### src/rtl/jt49_sat_cnt.sv
// Saturating up-counter with synchronous clear; clear wins over a simultaneous increment.
module jt49_sat_cnt #(
  parameter int W = 16
) (
  input  logic         clk,
  input  logic         rst,
  input  logic         cen,
  input  logic         clr,
  input  logic         inc,
  output logic [W-1:0] count
);

  logic [W-1:0] count_q, count_d;

  // NOTE: every path assigns count_d first, so no latch is inferred.
  always_comb begin
    count_d = count_q;
    if (cen) begin
      if (clr)                         count_d = '0;
      else if (inc && count_q != '1)   count_d = count_q + W'(1);
    end
  end

  // NOTE: sequential state uses non-blocking assignments only.
  always_ff @(posedge clk or posedge rst) begin
    if (rst) count_q <= '0;
    else     count_q <= count_d;
  end

  assign count = count_q;

endmodule

### config.mk
export PLATFORM = sky130hd
export DESIGN_NAME = jt49_sat_cnt
export DESIGN_NICKNAME = d
export VERILOG_FILES = /design/src/rtl/jt49_sat_cnt.sv
export SDC_FILE = /design/constraint.sdc
export NUM_CORES = 1
export LEC_CHECK = 0
export CAP_MARGIN = 10
export CORE_UTILIZATION = 40
export DETAILED_ROUTE_END_ITERATION = 10
export SLEW_MARGIN = 10
export SYNTH_ARGS = -nofsm -noshare
export SYNTH_HDL_FRONTEND = slang
export SYNTH_SLANG_ARGS = --single-unit
### constraint.sdc
create_clock -name clk -period 4.6 [get_ports clk]
set_clock_uncertainty 0.2 [all_clocks]
set_input_delay 1.15 -clock clk [delete_from_list [all_inputs] [get_ports clk]]
set_output_delay 1.15 -clock clk [all_outputs]
set_load 0.01 [all_outputs]
* Word-level counts from Yosys, hierarchy flattened
Cells that the tools add are included.
Storage, ports and cells: flip-flop bits (word level) 16, output and inout port bits 16
Cells by class: add/sub/neg operators 1, equal/unequal tests 1, multiplexer cells 2, reduce and logical (&&, ||, !) cells 3
Operators with widths (count):
- $mux 16 | 2
- $add 16x1->16 const B | 1
- $ne 16x16->1 const B | 1
- $reduce_and 2->1 | 1
- $reduce_bool 2->1 | 1
- $logic_and 1x1->1 | 1

* Logic depth before layout (Yosys ltp)
Gate-level depths: netlist of the first run.
word-level depth 4, gate-level depth with buffers 6

* Worst setup path after synthesis of the first run
No wires, ideal clock.
path kind input to register, from in cen, to reg count_q[15] (netlist: count[15]), library setup time 71 ps, arrival 2202 ps, required time 4329 ps, slack 2127 ps, stages 6, cells stage by stage buf_6 > nand2_1 > nor4_2 > o21ai_2 > or4_1 > nand4_1
On the way: word-level cells in the longest chain between the ends 1
Ends and longest elaborated chain:
- start, declared | line 7 | input logic cen,
- $reduce_and 2->1 (no source line)
- end signal, assigned | line 27 | else count_q <= count_d;
- end, declared | line 13 | logic [W-1:0] count_q, count_d;
No other way between the ends. A chain may end at the register's enable or synchronous reset.

* Final worst setup path of the first run
from in clr, to reg count_q[7] (netlist: count[7])
On the way: word-level cells in the longest chain between the ends 2, elaborated cells on any way between the ends 3, those cells by class 1 x mux; 2 x reduce/logical
Ends and longest elaborated chain:
- start, declared | line 8 | input logic clr,
- $reduce_bool 2->1 (no source line)
- $reduce_and 2->1 (no source line)
Several ways; a longest one is shown, not always the timed one.

==> metrics.txt, run 1 <==
largest family of logic cells by synthesized area=simple AND/OR/NAND/NOR gates; arrival time at the worst endpoint=2.94 ns; post-synthesis xor/xnor area fraction=0.00868; cell count after synthesis=114; CP endpoint kind=register; Lkg Pwr=approximately 0.47 nW; CP startpoint kind=input pin; Hold Fails Final Rpt=0; Largest register FFs=16; Top delay family on crit path=simple AND/OR/NAND/NOR gates; routed via count=944; layout cells sized above 1=0.0896; Synth Flop Type=dfrtp_1; DR pass1 iterations=4; Post-CTS Setup Repair Bufs=0; clk sink count=16; largest net degree at the start of global routing=23; detailed-route DRC error count=0; Nets=142; fmax=0.343 GHz; required time of the critical path=approximately 4.6 ns; Crit Path Class=in -> reg; # setup viols final=0; Synth top area share=0.397; worst rel slew slack=0.511; Compound-Gate Fraction of Synth Area=0.145; initial antenna violation count=0; Final Wtd Congestion=0.855; first-pass GRT wire length=4.02 mm; Post-Synth Simple-Gate Area=0.393; average wire per standard cell=14.8 um; EDFF count, synth=0; Crit-path slowest cell=clkdlybuf4s50_1; insertion delay to the later sink of the worst-skew pair=0.29 ns; #FFs+latches synth=16; I/O pin total=21; Final Max Tran Viols=0; Power Dens Cells=210 mW/mm^2; Tmin final=2.92 ns; Mapped Nets=120; maximum vdd drop=151 uV; vias in the first global route=roughly 860; CP max stage delay=0.79 ns; Rows=17; Avg Cell Area, Syn=8.85 sq um; Post-Syn Area=about 0.001 sq mm; critical path, cell by cell=clkdlybuf4s50_1, nand2b_1, or4_1, o211ai_1; critical path buffer and inverter count=1; status=completed; Die Y=52.2 um; cell accounting for the most synthesized area=dfrtp_1; # H-tree levels=1; die area=about 0.0027 sq mm; final-layout fill cell count=212; n_diodes=0; setup tns final=0 ns; Worst Tran Pin Value=0.731 ns; HPWL after DPL=1.66 mm; Starting Density=0.439; clock buffer depth=2; Root Buffer=clkbuf_4; placed insts=159; clk slew on worst S/H paths=0.11 ns; max_cap viols=0; starting DRC count in detailed routing=17; post-route ant nets=0; RSZ-0062 raised after global routing=no; Syn-to-layout area delta=23.7%; worst-path maximum fanout=22; mux contribution to synthesized area=0.00993; Hold Buf Count CTS=0; core area=approximately 0.0023 sq mm; Multi-input gate area=574 sq um; final WL=2.40 mm; HP Class=reg -> reg; Final period util=0.634; Synth area leaders=dfrtp_1 40%, nand3_1 6.0%, nand2_1 6.0%; warnings from Yosys=0; sequential share of the synthesized area=0.397; hold slack final=approximately 0.35 ns; flip-flop and latch area=400 sq um; IO buf count=20; vias per cell=between 5 and 6; final non-filler cell total=162; post-CTS sizing=0; Post-synth ARST share=1.00; Global Route Usage Sum=0.201; Yosys cell types=38; Adder-Cell Fraction of Synth Area=0.0124; Inserted Clock Buffers=3; CTS tree=yes; Die Wd=roughly 52 um; global route overflow=0
==> through the flow <==
stage	setup slack, ns	total power, W	util	area (sq um)
after floorplan	2.13	0.000170	-	1010
after global placement	1.38	0.000186	0.533	1220
after detailed placement	1.38	0.000186	0.533	1220
after CTS	1.67	0.000261	0.543	1250
after global routing	1.52	0.000274	0.543	1250
final	1.68	0.000262	0.543	1250
==> worst paths after layout <==
| kind | from | to | slack (ns) | cells past startpoint |
|---|---|---|---|---|
| min | count[0] | count[0] | 0.35 | 1 |
| max reg2reg | count[0] | count[3] | 2.42 | 5 |
| max | clr | count[7] | 1.68 | 4 |
| min in group asynchronous | rst | count[14] | 1.03 | 2 |
| max in group asynchronous | rst | count[1] | 2.76 | 2 |
| min reg2reg | count[0] | count[0] | 0.35 | 1 |
==> final cells by class <==
cell class	instances	area share
repair buffers	20	0.160
well taps	28	0.0281
inverters	4	0.0120
clock buffers	3	0.0181
multi-input cells	91	0.460
flip-flops and latches	16	0.321
==> layer usage <==
metal	part of all wire	vias to the layer above	track usage
met5	0	-	0
met4	0.015	0	0.0789
li1	-	470	-
met2	0.45	15	0.321
met3	0.022	4	0.0261
met1	0.52	455	0.275
==> cell usage after synthesis (2+ instances only) <==
cell,count
nand4_1,4
or2b_1,2
o31ai_1,2
nand4_2,2
or4_1,5
o311ai_0,4
clkbuf_1,2
o211ai_1,2
nand2_1,16
nor2_1,8
nor2b_1,3
inv_1,3
nand3_1,12
nand3b_1,2
a221o_1,2
nor3_1,2
dfrtp_1,16
o21ai_0,6
nor3b_1,2
==> logic make-up (layout without fill, tap and decap cells) <==
kind of cell / count (synthesis) / in the layout
multiplexers: 1 / 1
AO/OA/AOI/OAI: 20 / 20
flip-flops: 16 / 16
buffers and inverters: 7 / 27
XOR/XNOR: 1 / 1
AND/OR/NAND/NOR: 68 / 68
adder cells (fa/ha/maj): 1 / 1
==> power breakdown <==
part / switching, W / total (W) / internal (W)
Combinational: 0.0000193 / 0.0000343 / 0.0000150
Sequential: 0.00000468 / 0.000149 / 0.000144
Clock: 0.0000485 / 0.0000789 / 0.0000304
==> layout by cell type, fill, tap and decap left out, types with 3 or more instances in the layout <==
| cell type | n |
|---|---|
| clkbuf_4 | 3 |
| clkdlybuf4s50_1 | 20 |
| dfrtp_1 | 16 |
| inv_1 | 3 |
| nand2_1 | 16 |
| nand3_1 | 12 |
| nand4_1 | 4 |
| nor2_1 | 8 |
| nor2b_1 | 3 |
| o21ai_0 | 6 |
| o311ai_0 | 4 |
| or4_1 | 5 |
Note: power is estimated with default switching activity, not from simulation.
==> run 2, diff against run 1 <==
==> constraint.sdc (replaced) <==
create_clock -name clk -period 2.9 [get_ports clk]
set_clock_uncertainty 0.2 [all_clocks]
set_input_delay 0.725 -clock clk [delete_from_list [all_inputs] [get_ports clk]]
set_output_delay 0.725 -clock clk [all_outputs]
set_load 0.01 [all_outputs]
==> run 2 against run 1 <==
Effect of this change:
- worst setup slack got worse by 1.1 ns
- first-iteration DRC count is 41% higher
- non-clock buffer count grew 2
- cell count rose by 1.9%
- combinational power rose by 64%
- critical path depth up 2
- largest power group unchanged
==> metrics.txt, run 2 (synthesis gave the netlist of run 1 again) <==
post-route ant nets=0 (unchanged); maximum vdd drop=240 uV (was 151 uV); clk sink count=16 (unchanged); met2 Use GR=0.350 (was 0.321); Worst Tran Pin Value=0.614 ns (was 0.731 ns); Reg2Reg Setup Slack=0.76 ns (was 2.42 ns); Final Max Tran Viols=0 (unchanged); clk slew on worst S/H paths=0.10 ns (was 0.11 ns); met1 Use GR=0.269 (was 0.275); detailed-route DRC error count=0 (unchanged); Crit-path slowest cell=clkdlybuf4s50_1 (unchanged); vias per cell=5.81 (was 5.83); Crit Path Class=in -> reg (unchanged); Nets=144 (was 142); n_diodes=0 (unchanged); Syn-to-layout area delta=26.6% (was 23.7%); dpl cell area=0.00124 sq mm (was 0.00122 sq mm); Root Buffer=clkbuf_4 (unchanged); final non-filler cell total=165 (was 162); most frequent cells in the layout=20 x clkdlybuf4s50_1, 16 x nand2_1, 16 x dfrtp_1 (unchanged); Final Wtd Congestion=0.822 (was 0.855); fmax=around 0.43 GHz; starting DRC count in detailed routing=24 (was 17); busiest grt layer=met2 (unchanged); Rows=17 (unchanged); max_cap viols=0 (unchanged); layout cells sized above 1=0.109 (was 0.0896); status=completed (unchanged); CP max stage delay=0.58 ns (was 0.79 ns); Starting Density=0.439 (unchanged); worst rel slew slack=0.590 (was 0.511); placed insts=161 (was 159); # H-tree levels=1 (unchanged); Die Wd=52.2 um (unchanged); met3 Use GR=0.0261 (unchanged); HPWL after DPL=1.71 mm (was 1.66 mm); initial antenna violation count=0 (unchanged); Post-CTS Setup Repair Bufs=0 (unchanged); final-layout fill cell count=232 (was 212); average wire per standard cell=14.6 um (was 14.8 um); Largest register FFs=16 (unchanged); Inserted Clock Buffers=3 (unchanged); Hold Buf Count CTS=0 (unchanged); vias in the first global route=952 (was 861); critical path, cell by cell=clkdlybuf4s50_1, nand2_1, nor4_2, o21ai_2, or4_1, nand4_1 (was clkdlybuf4s50_1, nand2b_1, or4_1, o211ai_1); Tmin final=about 2.3 ns; largest net degree at the start of global routing=22 (was 23); post-CTS sizing=0 (unchanged); required time of the critical path=2.93 ns (was 4.62 ns); first-pass GRT wire length=4.19 mm (was 4.02 mm); Total Power=0.000443 W (was 0.000262 W); Hold Fails Final Rpt=0 (unchanged); Die Y=52.2 um (unchanged); CP startpoint kind=input pin (unchanged); Lkg Pwr=0.487 nW (was 0.470 nW); final WL=2.41 mm (was 2.40 mm); Final period util=0.805; setup tns final=0 ns (unchanged); DR pass1 iterations=4 (unchanged); Power Dens Cells=347 mW/mm^2 (was 210 mW/mm^2); RSZ-0062 raised after global routing=no (unchanged); leading cell type in the layout, fill and taps excluded=clkdlybuf4s50_1 (unchanged); design area=0.00128 sq mm (was 0.00125 sq mm); arrival time at the worst endpoint=2.36 ns (was 2.94 ns); # setup viols final=0 (unchanged); core area=0.00230 sq mm (unchanged); worst-path maximum fanout=8 (was 22); global route overflow=0 (unchanged); I/O pin total=21 (unchanged); IO buf count=20 (unchanged); CP endpoint kind=register (unchanged); die area=0.00273 sq mm (unchanged); CTS tree=yes (unchanged); HP Class=reg -> reg (unchanged); clock buffer depth=2 (unchanged); routed via count=958 (was 944); Global Route Usage Sum=0.210 (was 0.201); insertion delay to the later sink of the worst-skew pair=0.29 ns (about the same)
==> run 2: cell types whose count changed in the layout (fill, tap and decap cells not counted), sizes merged <==
cell and change:
clkbuf +1, buf +2
==> run 2: routing by layer <==
| metal | wire (um) | vias up |
|---|---|---|
| met5 | 0 | - |
| met4 | 42 | 0 |
| met3 | 120 | 4 |
| met2 | 1120 | 23 |
| met1 | 1130 | 455 |
| li1 | - | 476 |
==> run 2: metrics by stage <==
stage | setup WS, ns | util | hold slack, ns
4_1_cts | 0.560 | 0.556 | 0.362
3_3_place_gp | 0.303 | 0.540 | 0.330
5_1_grt | 0.381 | 0.556 | 0.395
6_report | 0.566 | 0.556 | 0.357
2_1_floorplan | 0.851 | - | 0.357
3_5_place_dp | 0.255 | 0.540 | 0.337
==> run 2: final cells by class <==
| type | instances | area, sq um | area share |
|---|---|---|---|
| flip-flops and latches | 16 | 400 | 0.314 |
| multi-input cells | 91 | 574 | 0.450 |
| well taps | 28 | 35.0 | 0.0275 |
| inverters | 4 | 15.0 | 0.0118 |
| clock buffers | 4 | 36.3 | 0.0284 |
| repair buffers | 22 | 215 | 0.169 |
==> run 2: report_power, final <==
group | total [W] | internal [W] | switching [W]
clock network | 0.000151 | 0.0000765 | 0.0000741
logic | 0.0000562 | 0.0000255 | 0.0000307
registers | 0.000237 | 0.000229 | 0.00000740
==> run 2: final timing paths <==
kind                            cells past startpoint   endpoint  startpoint
min in group asynchronous                           2   count[9]         rst
max in group asynchronous                           2   count[3]         rst
worst max register to register                      5   count[6]    count[0]
worst min register to register                      1   count[0]    count[0]
worst max-delay path                                6  count[15]         inc
worst min-delay path                                1   count[0]    count[0]
==> run 2: worst max-delay path, delay by kind of cell <==
kind	cells	cell delay, ns
AND/OR/NAND/NOR	4	0.91
buffers and inverters	1	0.58
AO/OA/AOI/OAI	1	0.15
==> run 3, diff against run 2 <==
--- a/config.mk
+++ b/config.mk
@@ -8,6 +8,7 @@
 export CAP_MARGIN = 10
 export CORE_UTILIZATION = 40
 export DETAILED_ROUTE_END_ITERATION = 10
+export PLACE_DENSITY = 0.67
 export SLEW_MARGIN = 10
 export SYNTH_ARGS = -nofsm -noshare
 export SYNTH_HDL_FRONTEND = slang
==> constraint.sdc (replaced) <==
create_clock -name clk -period 1.9 [get_ports clk]
set_clock_uncertainty 0.2 [all_clocks]
set_input_delay 0.475 -clock clk [delete_from_list [all_inputs] [get_ports clk]]
set_output_delay 0.475 -clock clk [all_outputs]
set_load 0.01 [all_outputs]
==> run 3 against run 2 <==
Effect of this change:
- the flow now finishes with violations (setup timing)
- global-route usage is 5.2 points higher
- first-iteration DRC count shrank 38%
- hold slack worse by 0.085 ns
- non-clock buffer count rose by 47
- sequential share of layout area fell by 7.8 points
- cell count increased by 28%
- clock power increased by 33%
- total power grew 56%
- flip-flop and latch count unchanged
- combinational power rose by 130%
- critical path type is now reg -> reg
- critical endpoint is now count[6]
- largest power group unchanged
==> metrics.txt, run 3 (synthesis gave the netlist of run 1 again) <==
status=finished with violations (was completed); failing checks=setup timing; vias in the first global route=1,140 (was 952); Nets=191 (was 144); critical path, cell by cell=ha_4, nand4_4, nor4_2, buf_4, nor3_1, nor3b_1, a221o_1 (was clkdlybuf4s50_1, nand2_1, nor4_2, o21ai_2, or4_1, nand4_1); n_diodes=0 (unchanged); CP endpoint kind=register (unchanged); fmax=0.520 GHz; Tmin final=1.92 ns; detailed-route DRC error count=0 (unchanged); Crit Path Class=reg -> reg (was in -> reg); Total Power=0.000692 W (was 0.000443 W); design area=0.00171 sq mm (was 0.00128 sq mm); reg-to-reg endpoint=count[6] (unchanged); most frequent cells in the layout=47 x buf_4, 16 x dlygate4sd2_1, 15 x nand2_1 (was 20 x clkdlybuf4s50_1, 16 x nand2_1, 16 x dfrtp_1); Final period util=1.01; Largest register FFs=16 (unchanged); Root Buffer=clkbuf_4 (unchanged); worst r2r path cells=7 (was 5); CP startpoint kind=register (was input pin); dpl cell area=0.00147 sq mm (was 0.00124 sq mm); maximum vdd drop=417 uV (was 240 uV); Starting Density=0.439 (unchanged); Die Wd=52.2 um (unchanged); Die Y=52.2 um (unchanged); arrival time at the worst endpoint=1.92 ns (was 2.36 ns); max_cap viols=0 (unchanged); initial antenna violation count=0 (unchanged); final worst slack=-0.0238 ns (was 0.566 ns); Critical Path End=count[6] (was count[15]); worst rel slew slack=0.788 (was 0.590); final-layout fill cell count=178 (was 232); Inserted Clock Buffers=3 (unchanged); final WL=3.12 mm (was 2.41 mm); met1 Use GR=0.291 (was 0.269); met2 Use GR=0.466 (was 0.350); Power Dens Cells=404 mW/mm^2 (was 347 mW/mm^2); # setup viols final=4 (was 0); clk sink count=16 (unchanged); worst-path maximum fanout=4 (was 8); Crit-path slowest cell=dfrtp_2 (was clkdlybuf4s50_1); largest net degree at the start of global routing=17 (was 22); routed via count=1,188 (was 958); # H-tree levels=1 (unchanged); Rows=17 (unchanged); Syn-to-layout area delta=70.0% (was 26.6%); Hold Fails Final Rpt=0 (unchanged); Hold Buf Count CTS=0 (unchanged); global route overflow=0 (unchanged); busiest grt layer=met2 (unchanged); placed insts=189 (was 161); clk slew on worst S/H paths=0.10 ns (about the same); required time of the critical path=1.89 ns (was 2.93 ns); Global Route Usage Sum=0.262 (was 0.210); Final Wtd Congestion=0.807 (was 0.822); DR pass1 iterations=4 (unchanged); IO buf count=20 (unchanged); HP Class=in -> async (was reg -> reg); RR Startpoint=count[1] (was count[0]); final non-filler cell total=212 (was 165); vias per cell=5.60 (was 5.81); clock buffer depth=2 (unchanged); average wire per standard cell=14.7 um (was 14.6 um); CTS tree=yes (unchanged); insertion delay to the later sink of the worst-skew pair=0.30 ns (was 0.29 ns); met3 Use GR=0.0406 (was 0.0261); CP max stage delay=0.45 ns (was 0.58 ns); layout cells sized above 1=0.424 (was 0.109); die area=0.00273 sq mm (unchanged); starting DRC count in detailed routing=15 (was 24); HPWL after DPL=2.08 mm (was 1.71 mm); RSZ-0062 raised after global routing=yes (was no); Worst Setup SP=count[1] (was inc); core area=0.00230 sq mm (unchanged); first-pass GRT wire length=5.08 mm (was 4.19 mm); Worst Tran Pin Value=0.316 ns (was 0.614 ns); leading cell type in the layout, fill and taps excluded=buf_4 (was clkdlybuf4s50_1); dpl ws=-0.454 ns (was 0.255 ns); Final Max Tran Viols=0 (unchanged); I/O pin total=21 (unchanged); post-route ant nets=0 (unchanged); Lkg Pwr=0.829 nW (was 0.487 nW); Reg2Reg Setup Slack=-0.02 ns (was 0.76 ns)
-- run 3: cell types whose count changed in the layout (fill, tap and decap cells not counted), moves of 2 or more --
cell | before | now
buf_4 | 2 | 47
clkdlybuf4s50_1 | 20 | 2
dlygate4sd2_1 | 0 | 16
nand3_1 | 12 | 8
dfrtp_1 | 16 | 13
dfrtp_2 | 0 | 3
nand3_2 | 1 | 4
nor2_1 | 8 | 5
nor2_2 | 0 | 3
buf_6 | 0 | 2
nand4_2 | 2 | 0
nand4_4 | 0 | 2
o311ai_0 | 4 | 2
-- run 3: what timing repair did --
action,CTS,global route
gates resized for setup,30,11
pin swaps,8,6
setup endpoints to repair,29,17
buffers inserted,17,3
-- run 3: worst min-delay path by stage --
stage | startpoint | to | slack, ns | depth (start not counted)
after floorplan | rst | count[10] | 0.19 | 1
after global placement | count[12] | count[12] | 0.39 | 2
after detailed placement | count[12] | count[12] | 0.40 | 2
after CTS | rst | count[10] | 0.28 | 3
after global routing | rst | count[9] | 0.32 | 3
final | rst | count[10] | 0.27 | 3
-- run 3: worst max-delay path: cells and delay by family (launching register included) --
kind | cells | cell delay, ns
AND/OR/NAND/NOR | 4 | 0.57
flip-flops | 1 | 0.45
buffers and inverters | 1 | 0.15
adder cells (fa/ha/maj) | 1 | 0.18
AO/OA/AOI/OAI | 1 | 0.26
-- run 3: power by group --
part	leakage (nW)	internal, W	switching (W)
sequential	0.217	0.000351	0.0000122
combinational	0.598	0.0000651	0.0000632
clock	0.0150	0.0000821	0.000119
total	0.829	0.000498	0.000194
-- run 3: routing by layer --
metal  wire length, um  vias up
li1                  -      574
met1              1250      568
met2              1650       39
met3               137        7
met4                79        0
met5                 0        -
-- run 3: layout make-up --
class / instances / area (sq um) / share of cell area
sequential: 16 / 404 / 0.236
inverter: 4 / 15.0 / 0.00876
timing repair buffer: 69 / 553 / 0.323
clock buffer: 4 / 26.3 / 0.0153
multi-input combinational: 91 / 681 / 0.397
tap: 28 / 35.0 / 0.0204
-- run 3: stage by stage --
step	utilization	TNS [ns]	hold WS, ns
after global placement	0.642	-4.21	0.392
after CTS	0.721	-0.0124	0.282
after global routing	0.746	-0.620	0.323
after floorplan	-	0	0.189
final	0.746	-0.0453	0.272
after detailed placement	0.642	-4.93	0.396
